`src/rtl/mips_pkg.sv`:
```
// Shared opcode/funct encodings and instruction-class type for the MIPS execute slice.
// Used by mips_decoder and mips_exec_unit (optional shifter enabled by ALU_SHIFT_EN).
package mips_pkg;

  localparam logic [5:0] OP_RTYPE = 6'b000000;
  localparam logic [5:0] OP_J     = 6'b111111;
  localparam logic [5:0] OP_JR    = 6'b111110;
  localparam logic [5:0] OP_JAL   = 6'b111101;
  localparam logic [5:0] OP_ADDI  = 6'b001000;
  localparam logic [5:0] OP_ANDI  = 6'b001100;
  localparam logic [5:0] OP_ORI   = 6'b001101;
  localparam logic [5:0] OP_LW    = 6'b100011;
  localparam logic [5:0] OP_SW    = 6'b101011;
  localparam logic [5:0] OP_BEQ   = 6'b000100;
  localparam logic [5:0] OP_BNE   = 6'b000101;
  localparam logic [5:0] OP_BLE   = 6'b000110;
  localparam logic [5:0] OP_BGT   = 6'b000111;

  localparam logic [5:0] FN_SLL = 6'b000000;
  localparam logic [5:0] FN_SRL = 6'b000010;
  localparam logic [5:0] FN_ADD = 6'b100000;
  localparam logic [5:0] FN_SUB = 6'b100010;
  localparam logic [5:0] FN_AND = 6'b100100;
  localparam logic [5:0] FN_OR  = 6'b100101;
  localparam logic [5:0] FN_XOR = 6'b100110;
  localparam logic [5:0] FN_NOR = 6'b100111;
  localparam logic [5:0] FN_SLT = 6'b101010;

  typedef enum logic [1:0] {
    CLS_NONE,
    CLS_R,
    CLS_I,
    CLS_J
  } instr_class_e;

  function automatic instr_class_e class_of(input logic [5:0] opcode);
    instr_class_e cls;
    cls = CLS_NONE;
    case (opcode)
      OP_RTYPE:                      cls = CLS_R;
      OP_J, OP_JR, OP_JAL:           cls = CLS_J;
      OP_ADDI, OP_ANDI, OP_ORI,
      OP_LW, OP_SW,
      OP_BEQ, OP_BNE, OP_BLE, OP_BGT: cls = CLS_I;
      default:                       cls = CLS_NONE;
    endcase
    return cls;
  endfunction

endpackage

```
`src/rtl/mips_decoder.sv`:
```
// Instruction-class decoder: one-hot (or all-low) R/I/J flags from the opcode field.
// Configuration macro ALU_SHIFT_EN does not affect this block.
module mips_decoder
  import mips_pkg::*;
(
  input  logic [31:0] instr,
  output logic        is_r,
  output logic        is_i,
  output logic        is_j
);

  instr_class_e w_cls;
  logic         w_unused_fields;

  assign w_cls           = class_of(instr[31:26]);
  assign w_unused_fields = ^instr[25:0];

  // Derived from a single enum value, so at most one flag can be high.
  assign is_r = (w_cls == CLS_R);
  assign is_i = (w_cls == CLS_I);
  assign is_j = (w_cls == CLS_J);

endmodule

```
`src/rtl/mips_exec_unit.sv`:
```
// Single-cycle MIPS execute stage: class decode, ALU, branch decision, registered copies.
// Define ALU_SHIFT_EN to enable the R-type sll/srl shifter.
module mips_exec_unit
  import mips_pkg::*;
#(
  parameter int DATA_W = 32
) (
  input  logic              clk,
  input  logic              rst_n,
  input  logic [31:0]       instr,
  input  logic [DATA_W-1:0] op_a,
  input  logic [DATA_W-1:0] op_b,
  output logic              is_r,
  output logic              is_i,
  output logic              is_j,
  output logic [DATA_W-1:0] result,
  output logic              branch,
  output logic              zero,
  output logic [DATA_W-1:0] result_q,
  output logic              branch_q
);

  logic [5:0]        w_opcode;
  logic [5:0]        w_funct;
  logic [4:0]        w_shamt;
  logic [DATA_W-1:0] w_result;
  logic              w_branch;
  logic              w_unused_fields;
  logic [DATA_W-1:0] r_result_q;
  logic              r_branch_q;

  assign w_opcode        = instr[31:26];
  assign w_funct         = instr[5:0];
  assign w_shamt         = instr[10:6];
  assign w_unused_fields = ^{instr[25:11], w_shamt};

  mips_decoder u_decoder (
    .instr (instr),
    .is_r  (is_r),
    .is_i  (is_i),
    .is_j  (is_j)
  );

  always_comb begin
    // NOTE: defaults first so every path assigns both outputs and no latch is inferred.
    w_result = '0;
    w_branch = 1'b0;
    if (is_r) begin
      case (w_funct)
        FN_ADD:  w_result = op_a + op_b;
        FN_SUB:  w_result = op_a - op_b;
        FN_AND:  w_result = op_a & op_b;
        FN_OR:   w_result = op_a | op_b;
        FN_XOR:  w_result = op_a ^ op_b;
        FN_NOR:  w_result = ~(op_a | op_b);
        FN_SLT:  w_result = {{(DATA_W-1){1'b0}}, ($signed(op_a) < $signed(op_b))};
`ifdef ALU_SHIFT_EN
        FN_SLL:  w_result = op_b << w_shamt;
        FN_SRL:  w_result = op_b >> w_shamt;
`endif
        default: w_result = '0;
      endcase
    end else if (is_i) begin
      case (w_opcode)
        OP_ADDI, OP_LW, OP_SW: w_result = op_a + op_b;
        OP_ANDI:               w_result = op_a & op_b;
        OP_ORI:                w_result = op_a | op_b;
        OP_BEQ: begin
          w_result = op_a - op_b;
          w_branch = (op_a == op_b);
        end
        OP_BNE: begin
          w_result = op_a - op_b;
          w_branch = (op_a != op_b);
        end
        OP_BLE: begin
          w_result = op_a - op_b;
          w_branch = ($signed(op_a) <= $signed(op_b));
        end
        OP_BGT: begin
          w_result = op_a - op_b;
          w_branch = ($signed(op_a) > $signed(op_b));
        end
        default: w_result = '0;
      endcase
    end
  end

  assign result = w_result;
  assign branch = w_branch;
  assign zero   = (w_result == '0);

  // Reset clears only the registered copies; the combinational path ignores rst_n.
  always_ff @(posedge clk or negedge rst_n) begin
    // NOTE: non-blocking assignments keep register updates order-independent.
    if (!rst_n) begin
      r_result_q <= '0;
      r_branch_q <= 1'b0;
    end else begin
      r_result_q <= w_result;
      r_branch_q <= w_branch;
    end
  end

  assign result_q = r_result_q;
  assign branch_q = r_branch_q;

endmodule

```
`config.mk`:
```
export PLATFORM = sky130hd
export DESIGN_NAME = mips_exec_unit
export DESIGN_NICKNAME = d
export VERILOG_FILES = /design/src/rtl/mips_pkg.sv /design/src/rtl/mips_decoder.sv /design/src/rtl/mips_exec_unit.sv
export SDC_FILE = /design/constraint.sdc
export NUM_CORES = 1
export LEC_CHECK = 0
export ABC_AREA = 1
export CELL_PAD_IN_SITES_DETAIL_PLACEMENT = 0
export CELL_PAD_IN_SITES_GLOBAL_PLACEMENT = 1
export CORE_AREA = 5 5 166 168
export CTS_CLUSTER_DIAMETER = 30
export DETAILED_ROUTE_END_ITERATION = 16
export DIE_AREA = 0 0 171 173
export PLACE_DENSITY = 0.91
export SYNTH_ARGS = -nofsm -noshare
export SYNTH_HDL_FRONTEND = slang
export SYNTH_SLANG_ARGS = --single-unit
```
`constraint.sdc`:
```
create_clock -name clk -period 4.24 [get_ports clk]
set_input_delay 0.848 -clock clk [delete_from_list [all_inputs] [get_ports clk]]
set_output_delay 0.848 -clock clk [all_outputs]
set_load 0.02 [all_outputs]
```
Yosys cells after proc, flatten, opt, wreduce, memory -nomap -nowiden
Memory sizes are Yosys's and may differ from the RTL's.
Index checks and enable logic that the tools add are counted.
{"block": "totals", "register_bits": 33, "latchBits": 0, "ram_bits": 0, "rom_bits": 128, "in_bits": 98, "output_inout_bits": 70, "word_cells": 43, "memories": 1}
{"block": "op_classes", "addsub": 2, "n_mul": 0, "n_div": 0, "n_lt_le_gt_ge": 3, "n_eq_ne": 21, "shifts": 0, "muxes": 7, "bitwise_logic": 4, "reduce_logical": 3}
{"memory": "(no name shown)", "depth": 64, "word_bits": 2, "read_ports": 1, "rd_clocked_by_memory_dff": 0, "write_ports": 0, "line_no": "mips_pkg.sv:39", "text": "case (opcode)"}
{"operator": "$pmux 32 s7", "count": 1}
{"operator": "$pmux 32 s4", "count": 1}
{"operator": "$mux 32", "count": 2}
{"operator": "$eq 6x6->1 const B", "count": 9}
{"operator": "$add 32x32->32", "count": 1}
{"operator": "$and 32x32->32", "count": 1}
{"operator": "$eq 32x32->1", "count": 1}
{"operator": "$gt 32x32->1", "count": 1}
{"operator": "$le 32x32->1", "count": 1}
{"operator": "$logic_not 32->1", "count": 1}
{"operator": "$lt 32x32->1", "count": 1}
{"operator": "$ne 32x32->1", "count": 1}
{"operator": "$not 32->32", "count": 1}
{"operator": "$or 32x32->32", "count": 1}
{"operator": "$sub 32x32->32", "count": 1}
{"operator": "$xor 32x32->32", "count": 1}
{"operator": "$eq 6x3->1 const B", "count": 4}
{"operator": "$eq 6x4->1 const B", "count": 3}
{"operator": "$eq 2x2->1 const B", "count": 2}
{"operator": "$pmux 1 s4", "count": 1}
{"operator": "$reduce_or 4->1", "count": 1}
{"operator": "$reduce_or 3->1", "count": 1}
{"operator": "$eq 2x1->1 const B", "count": 1}
{"operator": "$mux 1", "count": 2}

Depth between registers and ports, before layout
{"block": "depth", "word_depth": 6, "ltp_mapped": 24, "mapped_depth_nobuf": 23}

By module
A second synthesis with hierarchy kept.
{"block": "hier_totals", "hier_cells": 1814, "hier_area_um2": 10009.6}
{"mod": "mips_exec_unit", "instances": 1, "cells_per_inst": 1787, "area_each_um2": 9897.0}
{"mod": "mips_decoder", "instances": 1, "cells_per_inst": 27, "area_each_um2": 112.6}

Worst setup path before layout
No wires, ideal clock.
{"block": "synth_path", "path_type": "input-to-output", "from": "input op_a[0]", "to": "output zero", "t_arrival_ns": 3.122, "required_time_ns": 3.392, "setup_slack_ns": 0.270, "path_stages": 20, "n_path_buf": 0, "path_cell_list": "ha_1 inv_1 fa_1 inv_1 nand2_1 nand2_1 nand3_1 nand2_1 nand2_1 nand2_1 nand2_1 nand3_1 o21ai_0 nor2_1 nand2_1 nor2_1 nand2_1 nor2_1 nand4_1 nor2_1"}
{"block": "synth_via", "elab_chain_cells": 5}
{"item": "start: declaration", "line_no": "mips_exec_unit.sv:11", "text": "input logic [DATA_W-1:0] op_a,"}
{"item": "$sub 32x32->32 / $add 32x32->32 (equally long branches)"}
{"item": "$pmux 32 s4", "line_no": "mips_exec_unit.sv:64", "text": "case (w_opcode)"}
{"item": "$mux 32", "line_no": "mips_exec_unit.sv:63", "text": "end else if (is_i) begin"}
{"item": "$mux 32 (*)", "line_no": "mips_exec_unit.sv:48", "text": "if (is_r) begin"}
{"item": "via result[10]", "line_no": "mips_exec_unit.sv:16", "text": "output logic [DATA_W-1:0] result,"}
{"item": "$logic_not 32->1 (*)", "line_no": "mips_exec_unit.sv:91", "text": "assign zero = (w_result == '0);"}
{"item": "end: declaration", "line_no": "mips_exec_unit.sv:18", "text": "output logic zero,"}
Mark *: on every way through the listed nets, which the timed path passes. The rest lies on a longest branch.

Final worst setup path
{"block": "layout_path", "from": "input op_a[2]", "to": "output zero"}
{"block": "layout_via", "elab_chain_cells": 5}
{"item": "$sub 32x32->32 (tied with other cells)"}
{"item": "$pmux 32 s4 / $not 32->32 (equally long branches)", "line_no": "mips_exec_unit.sv:64, mips_exec_unit.sv:55"}
{"item": "$mux 32 / $pmux 32 s7 (equally long branches)", "line_no": "mips_exec_unit.sv:63, mips_exec_unit.sv:49"}
{"item": "$mux 32 (*)", "line_no": "mips_exec_unit.sv:48"}
{"item": "$logic_not 32->1 (*)", "line_no": "mips_exec_unit.sv:91"}
Mark *: on every way between the ends. The rest lies on a longest branch, timed or not.

==> run_results.csv <==
group,metric,value,unit
worst_setup_path,arrival,3410,ps
floorplan,rows,59,
cts,hold_buffers,0,
synthesis,synthCells,1772,
timing,relSlewSlack,46.9,%
cts,clkTransAtPathRegs,70,ps
layout,fin_area,16800,µm²
global_route,grt_pass1_wl,69800,µm
timing,fmax,235,MHz
synthesis,synth_edf_count,0,
synthesis,yosysWarnings,0,
timing,finalSetupTns,-21.6,ps
route,wl_per_cell,17.9,µm
worst_setup_path,cp_num_cells,19,
pwr,ir_drop,0.000142,V
cts,cts_num_sinks,33,
synthesis,synth_nets,1980,
worst_setup_path,cpPeakStageDelay,220,ps
worst_setup_path,crit_path_top_delay_cell,"ha_2",
synthesis,ys_top_cells_by_count,"554 x nand2_1, 313 x inv_1, 242 x nand3_1, 196 x nor2_1, 108 x ha_1",
synthesis,syn_area,9410,µm²
layout,stdcell_count,2694,
layout,drive_gt1_share,43.4,%
cts,cts_htree_levels,2,
pwr,p_total,2.68,mW
placed_design,postPlaceCellArea,14200,µm²
route,wl_met1,17500,µm
timing,setup_violations,1,
timing,worst_pin_slew,796,ps
placed_design,dp_hpwl,37600,µm
layout,area_delta_synth_final,78.5,%
outcome,status,"complete, but fails checks",
synthesis,synth_cell_types,43,
worst_setup_path,path_class,"input port to output port",
synthesis,synth_top_flop_cell,"dfrtp_1",
floorplan,core,25800,µm²
placed_design,dp.cells,2627,
synthesis,synth.most_common_cell,"nand2_1",
floorplan,die_area,29600,µm²
outcome,violations,"negative setup slack",
synthesis,synth_area_leader_cell,"nand2_1",
route,dr.pass1.iters,8,
timing,period_share,101,%
synthesis,yosysTopAreaCellShare,22.1,%
global_route,track_usage,29.4,%
route,wl,48200,µm
pwr,leakagePower,9.45,nW
placed_design,io_buffers,147,
placed_design,gp_congestion,1.13,
cts,cts_tree,"yes",
worst_setup_path,path_delay_family,"simple AND/OR/NAND/NOR gates",
floorplan,die-height,173,µm
floorplan,die_x,171,µm
cts,clockRootBuffer,"clkbuf_16",
global_route,grt_pass1_vias,13500,
flow_run,cap_violations,0,
worst_setup_path,path_buf_inv,5,
synthesis,synth-seq-cells,33,
route,vias_per_cell,5.41,
global_route,grt_antenna_before_repair,0,
timing,timing.final.crit_period,4260,ps
route,drc_errors,0,
layout,fin_util,65.2,%
synthesis,synth.avg_cell_area,5.31,µm²
route,wl_met2,21000,µm
floorplan,num_io_pins,168,
worst_setup_path,startpoint_type,"input port",
worst_setup_path,cp-end-kind,"output port",
worst_setup_path,critical_path_required,3390,ps
worst_setup_path,worstPathCellList,"clkdlybuf4s15_1 -> buf_4 -> ha_2 -> buf_4 -> nand2_2 -> nand3_2 -> nand2_2 -> nand2_4 -> buf_4 -> nand2_1 -> nand4_1 -> nand3_1 -> o21ai_1 -> nor2_1 -> nand2_2 -> nor2_4 -> nand4_1 -> nor2_4 -> buf_6",
route,ant_nets,0,
cts,numCtsBuffers,5,
cts,clockBufferDepth,2,
synthesis,synthTopCellsByArea,"nand2_1 22%, ha_1 14%, nand3_1 13%, inv_1 12%, dfrtp_1 8.8%",
global_route,grt_max_degree,34,
timing,hold_violations,0,
hold_path,hp-class,"input port to async pin",
synthesis,yosysSeqAreaShare,8.77,%
floorplan,initial_core_util,36.5,%
worst_setup_path,crit_fanout,3,
route,dr.first_iter.drc_count,1829,
timing,layout_setup_ws,-21.6,ps
route,top_layer,"met4",
layout,finalNetCount,2565,
global_route,grt-ovfl-total,0,
route,vias,14600,
timing,rsz0062_at_grt,"true",
pwr,powerDensity,159,nW/µm²
route,met3_length,6230,µm
timing,drv_slew,0,
synthesis,async_flop_share,100,%
[flip-flops by register name, indices dropped and copies added, names as in the netlist]
name and count:
branch_q 1, result_q 32
[power breakdown]
part / switching [mW] / internal [mW] / total, mW
sequential: 0.00422 / 0.332 / 0.336
clock: 0.151 / 0.215 / 0.367
combinational: 1.11 / 0.864 / 1.98
total: 1.27 / 1.41 / 2.68
[area by class of cell]
| type | instances | area [µm²] |
|---|---|---|
| clock inverter | 3 | 17.5 |
| multi-input combinational | 1361 | 8910 |
| inverter | 328 | 1240 |
| fill | 2144 | 8960 |
| antenna | 1 | 2.50 |
| sequential | 33 | 826 |
| timing repair buffer | 628 | 5270 |
| clock buffer | 5 | 125 |
| tap | 335 | 419 |
[cell usage in the layout, fill, tap and decap left out, types with 5 or more instances in the layout]
cell             synthesis  routed
a21oi_2                  6      29
nand2_1                554     402
dfrtp_1                 33      33
nand3_2                  3      25
a221oi_1                 5       5
clkdlybuf4s50_1          0      54
a21oi_4                  0      10
buf_6                    7      19
buf_12                   0      10
dlygate4sd2_1            0      10
nor3_1                  18       9
inv_2                   14     101
a211oi_1                11      11
nand2_2                 17     133
ha_1                   108      68
clkdlybuf4s15_2          0       6
clkbuf_16                0       5
buf_2                   21       9
buf_4                   18     456
o22ai_1                 16      16
nand3_4                  0       6
nor2_4                   4      47
o21ai_1                  6      15
a21oi_1                 64      31
ha_2                     0       6
clkdlybuf4s15_1          0       5
ha_4                     0      34
nor2_1                 196     133
o21ai_2                  1       6
nand2_4                  0      36
nand4_1                 24      24
inv_1                  313     224
clkbuf_2                 0      14
nor3_2                   3       9
o21ai_0                 31      17
dlymetal6s2s_1           0      41
nor2_2                  22      42
nand3_1                242     214
[per-stage QoR]
step | worst slack, ps | hold WS (ps)
2_1_floorplan | 270 | 552
3_3_place_gp | -1210 | 957
3_5_place_dp | -1260 | 965
4_1_cts | -192 | 662
5_1_grt | -179 | 723
6_report | -21.6 | 644
[worst max path at each step]
| stage | from | end | slack [ps] |
|---|---|---|---|
| 2_1_floorplan | op_a[0] | zero | 270 |
| 5_1_grt | op_a[2] | zero | -180 |
| 4_1_cts | op_a[5] | zero | -190 |
| 3_3_place_gp | op_b[6] | zero | -1210 |
| 6_report | op_a[2] | zero | -20 |
| 3_5_place_dp | op_a[0] | zero | -1260 |
[metal layers]
layer / vias to the layer above / global-route usage [%]
li1: 6732 / -
met1: 6542 / 37.6
met2: 1012 / 46.1
met3: 276 / 5.09
met4: 0 / 17.0
met5: - / 0
[timing repair]
| action | 4_1_cts | 5_1_grt |
|---|---|---|
| gates resized for setup | 332 | 440 |
| pin swaps | 86 | 181 |
| hold endpoints to repair | 0 | 0 |
| endpoints found under the setup margin | 34 | 27 |
| setup buffers | 21 | 37 |
[cell families (layout without fill, tap and decap cells)]
family                     Yosys count  after routing  share of synthesized area [%]
AOI/OAI and AO/OA                  153            153                           9.49
and+or+nand+nor                   1096           1096                           50.1
other                                0              1                              0
DFF                                 33             33                           8.77
adders and majority gates          110            110                           14.8
buffers and inverters              378            964                           16.6
xor gates and xnor gates             2              2                          0.186
No activity file was read; power rests on OpenSTA's default activity.
